File: src/rtl/router_input_unit_if.sv
// Link bundle for the router input unit: upstream flit/credit pair plus the
// switch-side request/grant/head-data path.
`ifndef ROUTER_WIDTH
`define ROUTER_WIDTH 36
`endif
`ifndef ROUTER_FIFO_DEPTH
`define ROUTER_FIFO_DEPTH 4
`endif
`ifndef ROUTER_INFO_READ
`define ROUTER_INFO_READ 4'h1
`define ROUTER_INFO_FIN_COMP 4'h2
`define ROUTER_INFO_BROADCAST 4'h3
`define ROUTER_INFO_FIN_BROADCAST 4'h4
`endif

interface router_input_unit_if #(
    parameter int NUM_PORTS = 5,
    parameter int WIDTH     = `ROUTER_WIDTH
);
    logic                 in_data_valid;
    logic [WIDTH-1:0]     in_data;
    logic                 upstream_credit;
    logic [NUM_PORTS-1:0] sw_req;
    logic [NUM_PORTS-1:0] sw_grant;
    logic [WIDTH-1:0]     head_data;

    // Master is the side that sends flits and grants (NI + switch allocator).
    modport master (
        output in_data_valid, in_data, sw_grant,
        input  upstream_credit, sw_req, head_data
    );

    modport slave (
        input  in_data_valid, in_data, sw_grant,
        output upstream_credit, sw_req, head_data
    );
endinterface

File: src/rtl/router_input_unit.sv
// Leaf-router input port: credit-managed flit FIFO whose head flit is decoded
// into per-port switch requests and held until every requested port has taken it.
`ifndef ROUTER_WIDTH
`define ROUTER_WIDTH 36
`endif
`ifndef ROUTER_FIFO_DEPTH
`define ROUTER_FIFO_DEPTH 4
`endif
`ifndef ROUTER_INFO_READ
`define ROUTER_INFO_READ 4'h1
`define ROUTER_INFO_FIN_COMP 4'h2
`define ROUTER_INFO_BROADCAST 4'h3
`define ROUTER_INFO_FIN_BROADCAST 4'h4
`endif

module router_input_unit #(
    parameter int FIFO_DEPTH = `ROUTER_FIFO_DEPTH,
    parameter int NUM_PORTS  = 5,
    parameter int PORT_ID    = 0
) (
    input  logic                  clk,
    input  logic                  rst,
    router_input_unit_if.slave    link,
    output logic                  overflow_err,
    output logic                  drop_err
);

    localparam int WIDTH  = `ROUTER_WIDTH;
    localparam int PTR_W  = (FIFO_DEPTH > 1) ? $clog2(FIFO_DEPTH) : 1;
    localparam int CNT_W  = $clog2(FIFO_DEPTH) + 1;
    localparam int PARENT = NUM_PORTS - 1;
    localparam logic [PTR_W-1:0] LAST_PTR = PTR_W'(FIFO_DEPTH - 1);
    localparam logic [CNT_W-1:0] FULL_CNT = CNT_W'(FIFO_DEPTH);

    logic [WIDTH-1:0]     mem [FIFO_DEPTH];
    logic [PTR_W-1:0]     wr_ptr;
    logic [PTR_W-1:0]     rd_ptr;
    logic [CNT_W-1:0]     count;
    logic [NUM_PORTS-1:0] served;
    logic [NUM_PORTS-1:0] route;
    logic [NUM_PORTS-1:0] req;
    logic [NUM_PORTS-1:0] served_next;
    logic [WIDTH-1:0]     head;
    logic [3:0]           head_info;
    logic                 empty;
    logic                 full;
    logic                 head_invalid;
    logic                 deq;
    logic                 wr_en;
    logic                 credit_q;

    function automatic logic [PTR_W-1:0] next_ptr(input logic [PTR_W-1:0] p);
        return (p == LAST_PTR) ? '0 : p + 1'b1;
    endfunction

    assign empty     = (count == '0);
    assign full      = (count == FULL_CNT);
    assign head      = mem[rd_ptr];
    assign head_info = head[WIDTH-1 -: 4];

    // Route decode is gated by !empty so stale storage never raises a request.
    always_comb begin
        route        = '0;
        head_invalid = 1'b0;
        if (!empty) begin
            case (head_info)
                `ROUTER_INFO_BROADCAST, `ROUTER_INFO_FIN_BROADCAST: begin
                    route          = '1;
                    route[PORT_ID] = 1'b0;
                end
                `ROUTER_INFO_READ, `ROUTER_INFO_FIN_COMP: route[PARENT] = 1'b1;
                default: head_invalid = 1'b1;
            endcase
        end
    end

    assign req         = route & ~served & {NUM_PORTS{!empty}};
    assign served_next = served | (link.sw_grant & req);
    assign deq         = !empty &&
                         (head_invalid || (route != '0 && (served_next & route) == route));
    // A full FIFO still accepts a write when the head leaves on the same edge.
    assign wr_en       = link.in_data_valid && (!full || deq);

    // NOTE: flit storage has no reset; pointers and count alone define validity,
    // so leaving the array unreset keeps it a plain RAM.
    always_ff @(posedge clk) begin
        if (wr_en) mem[wr_ptr] <= link.in_data;
    end

    always_ff @(posedge clk or posedge rst) begin
        if (rst) begin
            wr_ptr       <= '0;
            rd_ptr       <= '0;
            count        <= '0;
            served       <= '0;
            credit_q     <= 1'b0;
            overflow_err <= 1'b0;
            drop_err     <= 1'b0;
        end else begin
            if (wr_en) wr_ptr <= next_ptr(wr_ptr);
            if (deq)   rd_ptr <= next_ptr(rd_ptr);
            case ({wr_en, deq})
                2'b10:   count <= count + 1'b1;
                2'b01:   count <= count - 1'b1;
                default: count <= count;
            endcase
            served       <= deq ? '0 : served_next;
            credit_q     <= deq;
            overflow_err <= overflow_err | (link.in_data_valid && full && !deq);
            drop_err     <= drop_err | (deq && head_invalid);
        end
    end

    assign link.sw_req          = req;
    assign link.head_data       = head;
    assign link.upstream_credit = credit_q;

endmodule

File: src/flat_wrapper.sv
// flat-port wrapper written by rule: the top's interface ports become plain ports
module router_input_unit_flat 
#(
    parameter int FIFO_DEPTH = `ROUTER_FIFO_DEPTH,
    parameter int NUM_PORTS  = 5,
    parameter int PORT_ID    = 0
)
  (clk, rst, overflow_err, drop_err, link_in_data_valid, link_in_data, link_sw_grant, link_upstream_credit, link_sw_req, link_head_data);
  router_input_unit_if #(.NUM_PORTS(NUM_PORTS), .WIDTH(36)) link_i ();
  input  logic clk;
  input  logic rst;
  output logic overflow_err;
  output logic drop_err;
  input wire logic [$bits(link_i.in_data_valid)-1:0] link_in_data_valid;
  input wire logic [$bits(link_i.in_data)-1:0] link_in_data;
  input wire logic [$bits(link_i.sw_grant)-1:0] link_sw_grant;
  output wire logic [$bits(link_i.upstream_credit)-1:0] link_upstream_credit;
  output wire logic [$bits(link_i.sw_req)-1:0] link_sw_req;
  output wire logic [$bits(link_i.head_data)-1:0] link_head_data;
  assign link_i.in_data_valid = link_in_data_valid;
  assign link_i.in_data = link_in_data;
  assign link_i.sw_grant = link_sw_grant;
  assign link_upstream_credit = link_i.upstream_credit;
  assign link_sw_req = link_i.sw_req;
  assign link_head_data = link_i.head_data;
  router_input_unit #(.FIFO_DEPTH(FIFO_DEPTH), .NUM_PORTS(NUM_PORTS), .PORT_ID(PORT_ID)) u_core (.clk(clk), .rst(rst), .link(link_i), .overflow_err(overflow_err), .drop_err(drop_err));
endmodule
File: config.mk
export PLATFORM = sky130hd
export DESIGN_NAME = router_input_unit_flat
export DESIGN_NICKNAME = d
export VERILOG_FILES = /design/src/rtl/router_input_unit_if.sv /design/src/rtl/router_input_unit.sv /design/src/flat_wrapper.sv
export SDC_FILE = /design/constraint.sdc
export NUM_CORES = 1
export LEC_CHECK = 0
export CAP_MARGIN = 30
export CORE_AREA = 4 4 128 117
export CTS_CLUSTER_DIAMETER = 150
export CTS_CLUSTER_SIZE = 10
export DETAILED_ROUTE_END_ITERATION = 7
export DIE_AREA = 0 0 132 121
export GPL_ROUTABILITY_DRIVEN = 0
export HOLD_SLACK_MARGIN = 0.02
export PLACE_DENSITY_LB_ADDON = 0.15
export RECOVER_POWER = 25
export SETUP_SLACK_MARGIN = 0.05
export SLEW_MARGIN = 20
export SYNTH_ARGS = -nofsm -noshare
export SYNTH_HDL_FRONTEND = slang
export SYNTH_SLANG_ARGS = --single-unit
File: constraint.sdc
create_clock -name clk -period 4.3 [get_ports clk]
set_clock_uncertainty 0.05 [all_clocks]
set_input_delay 0.645 -clock clk [delete_from_list [all_inputs] [get_ports clk]]
set_output_delay 0.645 -clock clk [all_outputs]
set_load 0.05 [all_outputs]
==> flow_metrics.py <==
metrics = {
    "status": {
        "status": "finished, final reports clean",
    },
    "logic_synthesis": {
        "synthDominantCellAreaShare_pct": 71.7,
        "synth_top_area_cell": "edfxtp_1",
        "synthCells": 266,
        "seq_area_frac_synth_pct": 77.5,
        "synth.distinct_cells": 35,
        "synth_nets": 317,
        "ys_warn_count": 0,
        "netlist_area_mm2": 0.00603,
        "synthTopCellsByArea": "edfxtp_1, mux4_2, dfrtp_1, ha_1, mux2_4",
        "syn_area_per_cell_um2": 22.7,
        "ys_ff_latch": 158,
    },
    "cells_and_area": {
        "syn_to_final_growth_pct": 28.5,
        "regArea_mm2": 0.00468,
        "fillerInstances": 1061,
        "fin_util_pct": 56.2,
        "fin_nets": 422,
        "final_area_mm2": 0.00775,
        "layout-drive-gt1-share_pct": 24.5,
        "multi_input_area_mm2": 0.00128,
        "diodes": 0,
    },
    "critical_path": {
        "worstPathArrival_ns": 2.88,
        "crit_type": "flip-flop to output pin",
        "required_ns": 3.61,
        "worst_setup_path_end_kind": "output pin",
        "crit_path_max_fanout": 16,
        "critPathLaunchType": "flip-flop",
    },
    "routing": {
        "drtIter0Drc": 93,
        "drt-vias-per-instance": 5.10,
        "ant_nets": 0,
        "num_vias": 2838,
        "first_pass_iters": 5,
        "drt_wl_total_mm": 10.6,
        "drt-wirelength-per-cell_um": 19.1,
        "drc_errors": 0,
    },
    "placed_design": {
        "dp_hpwl_mm": 6.68,
        "dpl_cell_area_mm2": 0.00715,
        "post-place-ws_ns": 0.748,
        "io_buffers": 85,
    },
    "timing": {
        "fmax_ghz": 0.280,
        "fin_ws_ns": 0.727,
        "maxSlewViolCount": 0,
        "finalSetupTns_ns": 0,
        "grt_setup_unrepaired": "no",
        "period_minus_slack_ns": 3.57,
        "finalSetupViolCount": 0,
        "finalHoldViolations": 0,
        "worst_slew_margin_rel_pct": 41.3,
        "fin_crit_sh_pct": 83.1,
        "worst-slew-pin-transition_ns": 0.874,
    },
    "global_route": {
        "grt_pass1_vias": 3092,
        "grt_usage_pct": 14.4,
        "antenna_found_initial": 3,
        "grt_pass1_wl_mm": 17.0,
        "grt_max_degree": 32,
        "globalRouteOverflowTotal": 0,
    },
    "power": {
        "total_power_uw": 6410,
        "p_comb_share_pct": 41.9,
        "powerDensity_mw_per_mm2": 828,
        "p_sw_uw": 2370,
        "pwr-share-seq_pct": 34.4,
        "sw_frac_of_total_pct": 36.9,
        "leakagePower_uw": 0.00266,
        "p_int_uw": 4040,
        "clkPwrFrac_pct": 23.8,
        "ir_worst_vdd_mv": 0.403,
    },
    "clock_network": {
        "path_clk_slew_ns": 0.06,
        "cts.sinks": 158,
        "cts_buffer_depth": 2,
        "cts_setup_buffers": 0,
        "cts_tree": "done",
        "htreeDepth": 4,
        "clockRootBuffer": "clkbuf_16",
        "cts_resized": 0,
        "ctsHoldBuffers": 0,
        "clkLatencyLatePin_ns": 0.41,
        "cts_buffers": 17,
    },
    "die": {
        "die_area_mm2": 0.0160,
        "chipWidth_um": 132,
        "die_h_um": 121,
        "initial_utilization_pct": 43.7,
        "pin_count": 88,
        "std_cell_rows": 41,
        "core_area_mm2": 0.0138,
    },
    "run": {
        "maxCapViolations": 0,
    },
    "hold_path": {
        "hold_class": "flip-flop to flip-flop",
    },
}
stage by stage:
step	hold slack (ns)	cells
3_5_place_dp	0.412	524
6_report	0.415	556
5_1_grt	0.456	556
2_1_floorplan	0.410	266
4_1_cts	0.427	556
3_3_place_gp	0.403	524
state kept, by name, indices dropped and copies added, names as in the netlist:
register / cells
u_core.mem: 144
u_core.served: 4
u_core.count: 3
u_core.rd_ptr: 2
u_core.wr_ptr: 2
u_core.drop_err: 1
u_core.link.upstream_credit: 1
u_core.overflow_err: 1
synthesized netlist by cell type:
| cell type | count |
|---|---|
| a211oi_4 | 2 |
| buf_2 | 2 |
| a211o_1 | 1 |
| a211oi_1 | 1 |
| nor3_1 | 2 |
| nand3_1 | 1 |
| a211oi_2 | 1 |
| buf_6 | 1 |
| o21bai_1 | 3 |
| mux2i_1 | 1 |
| clkbuf_1 | 2 |
| nand3b_1 | 1 |
| or3b_4 | 1 |
| o22a_1 | 1 |
| o22ai_1 | 1 |
| xnor2_1 | 1 |
| nor3b_1 | 1 |
| mux4_2 | 36 |
| ha_1 | 6 |
| edfxtp_1 | 144 |
| inv_1 | 9 |
| dfrtp_1 | 14 |
| nor2_1 | 11 |
| buf_4 | 1 |
| and2_1 | 4 |
| a21oi_1 | 3 |
| xor2_1 | 2 |
| buf_1 | 3 |
| conb_1 | 1 |
| mux2_4 | 4 |
| fa_1 | 1 |
| o31ai_1 | 1 |
| nor2b_1 | 1 |
| a21oi_2 | 1 |
| a21oi_4 | 1 |
layout by cell type, fill, tap and decap left out, drive strengths merged:
master,Yosys,layout
o21bai,3,3
a211o,1,1
and2,4,4
dlygate4sd3,0,24
mux4,36,36
dfrtp,14,14
nor2b,1,1
buf,7,14
clkdlybuf4s50,0,57
clkinvlp,0,2
o22ai,1,1
ha,6,6
xor2,2,2
mux2,4,4
or3b,1,1
nand3b,1,1
inv,9,10
edfxtp,144,144
fa,1,1
o22a,1,1
bufinv,0,4
a211oi,4,4
nand3,1,1
o31ai,1,1
xnor2,1,1
a21oi,5,5
conb,1,1
clkbuf,2,20
nor3b,1,1
clkinv,0,5
nor2,11,11
nor3,2,2
mux2i,1,1
power groups by stage:
stage               registers (uW)  clock network [uW]  logic (uW)
floorplan                     2150                   0        1960
global placement              2230                   0        2710
detailed placement            2250                   0        2720
CTS                           2210                1560        2740
global route                  2240                1640        2840
finish                        2200                1520        2680
layer usage:
| layer | vias to the layer above | share of wire [%] | global-route usage [%] |
|---|---|---|---|
| li1 | 1305 | - | - |
| met1 | 1430 | 43 | 17.8 |
| met2 | 76 | 49 | 22.7 |
| met3 | 21 | 7.0 | 6.30 |
| met4 | 6 | 1.5 | 5.31 |
| met5 | - | 0.26 | 0 |
critical path: stages, from the launching register on:
cell and delay (ns):
dfrtp_2 0.67, mux4_2 0.63, or3b_4 0.47, a21oi_4 0.25, nor3b_1 0.22, buf_4 0.23
final timing paths:
kind	slack, ns	end	depth (start not counted)	from
max	0.73	link_sw_req[4]	5	u_core.rd_ptr[0]$_DFFE_PP0P_
min	0.41	u_core.overflow_err$_DFF_PP0_	2	u_core.overflow_err$_DFF_PP0_
max reg2reg	0.81	u_core.count[2]$_DFFE_PP0P_	10	u_core.rd_ptr[0]$_DFFE_PP0P_
min reg2reg	0.41	u_core.overflow_err$_DFF_PP0_	2	u_core.overflow_err$_DFF_PP0_
max in group asynchronous	3.22	u_core.rd_ptr[1]$_DFFE_PP0P_	2	rst
min in group asynchronous	0.56	u_core.wr_ptr[0]$_DFFE_PP0P_	2	rst
logic make-up after synthesis:
logic type                 share of synthesized area (%)
AOI/OAI and AO/OA                                   2.55
xor gates and xnor gates                           0.436
adders and majority gates                           1.58
buffers and inverters                               1.35
DFF                                                 77.5
muxes                                               14.6
other                                             0.0622
and+or+nand+nor                                     1.89
final cells by class:
type                    instances  share of cell area [%]
repair buffers                 95                    12.1
flip-flops and latches        158                    60.3
clock inverters                12                    2.16
clock buffers                  20                    5.63
inverters                       9                   0.436
well taps                     172                    2.78
multi-input cells              90                    16.5
Power figures use the tool's default switching activity.
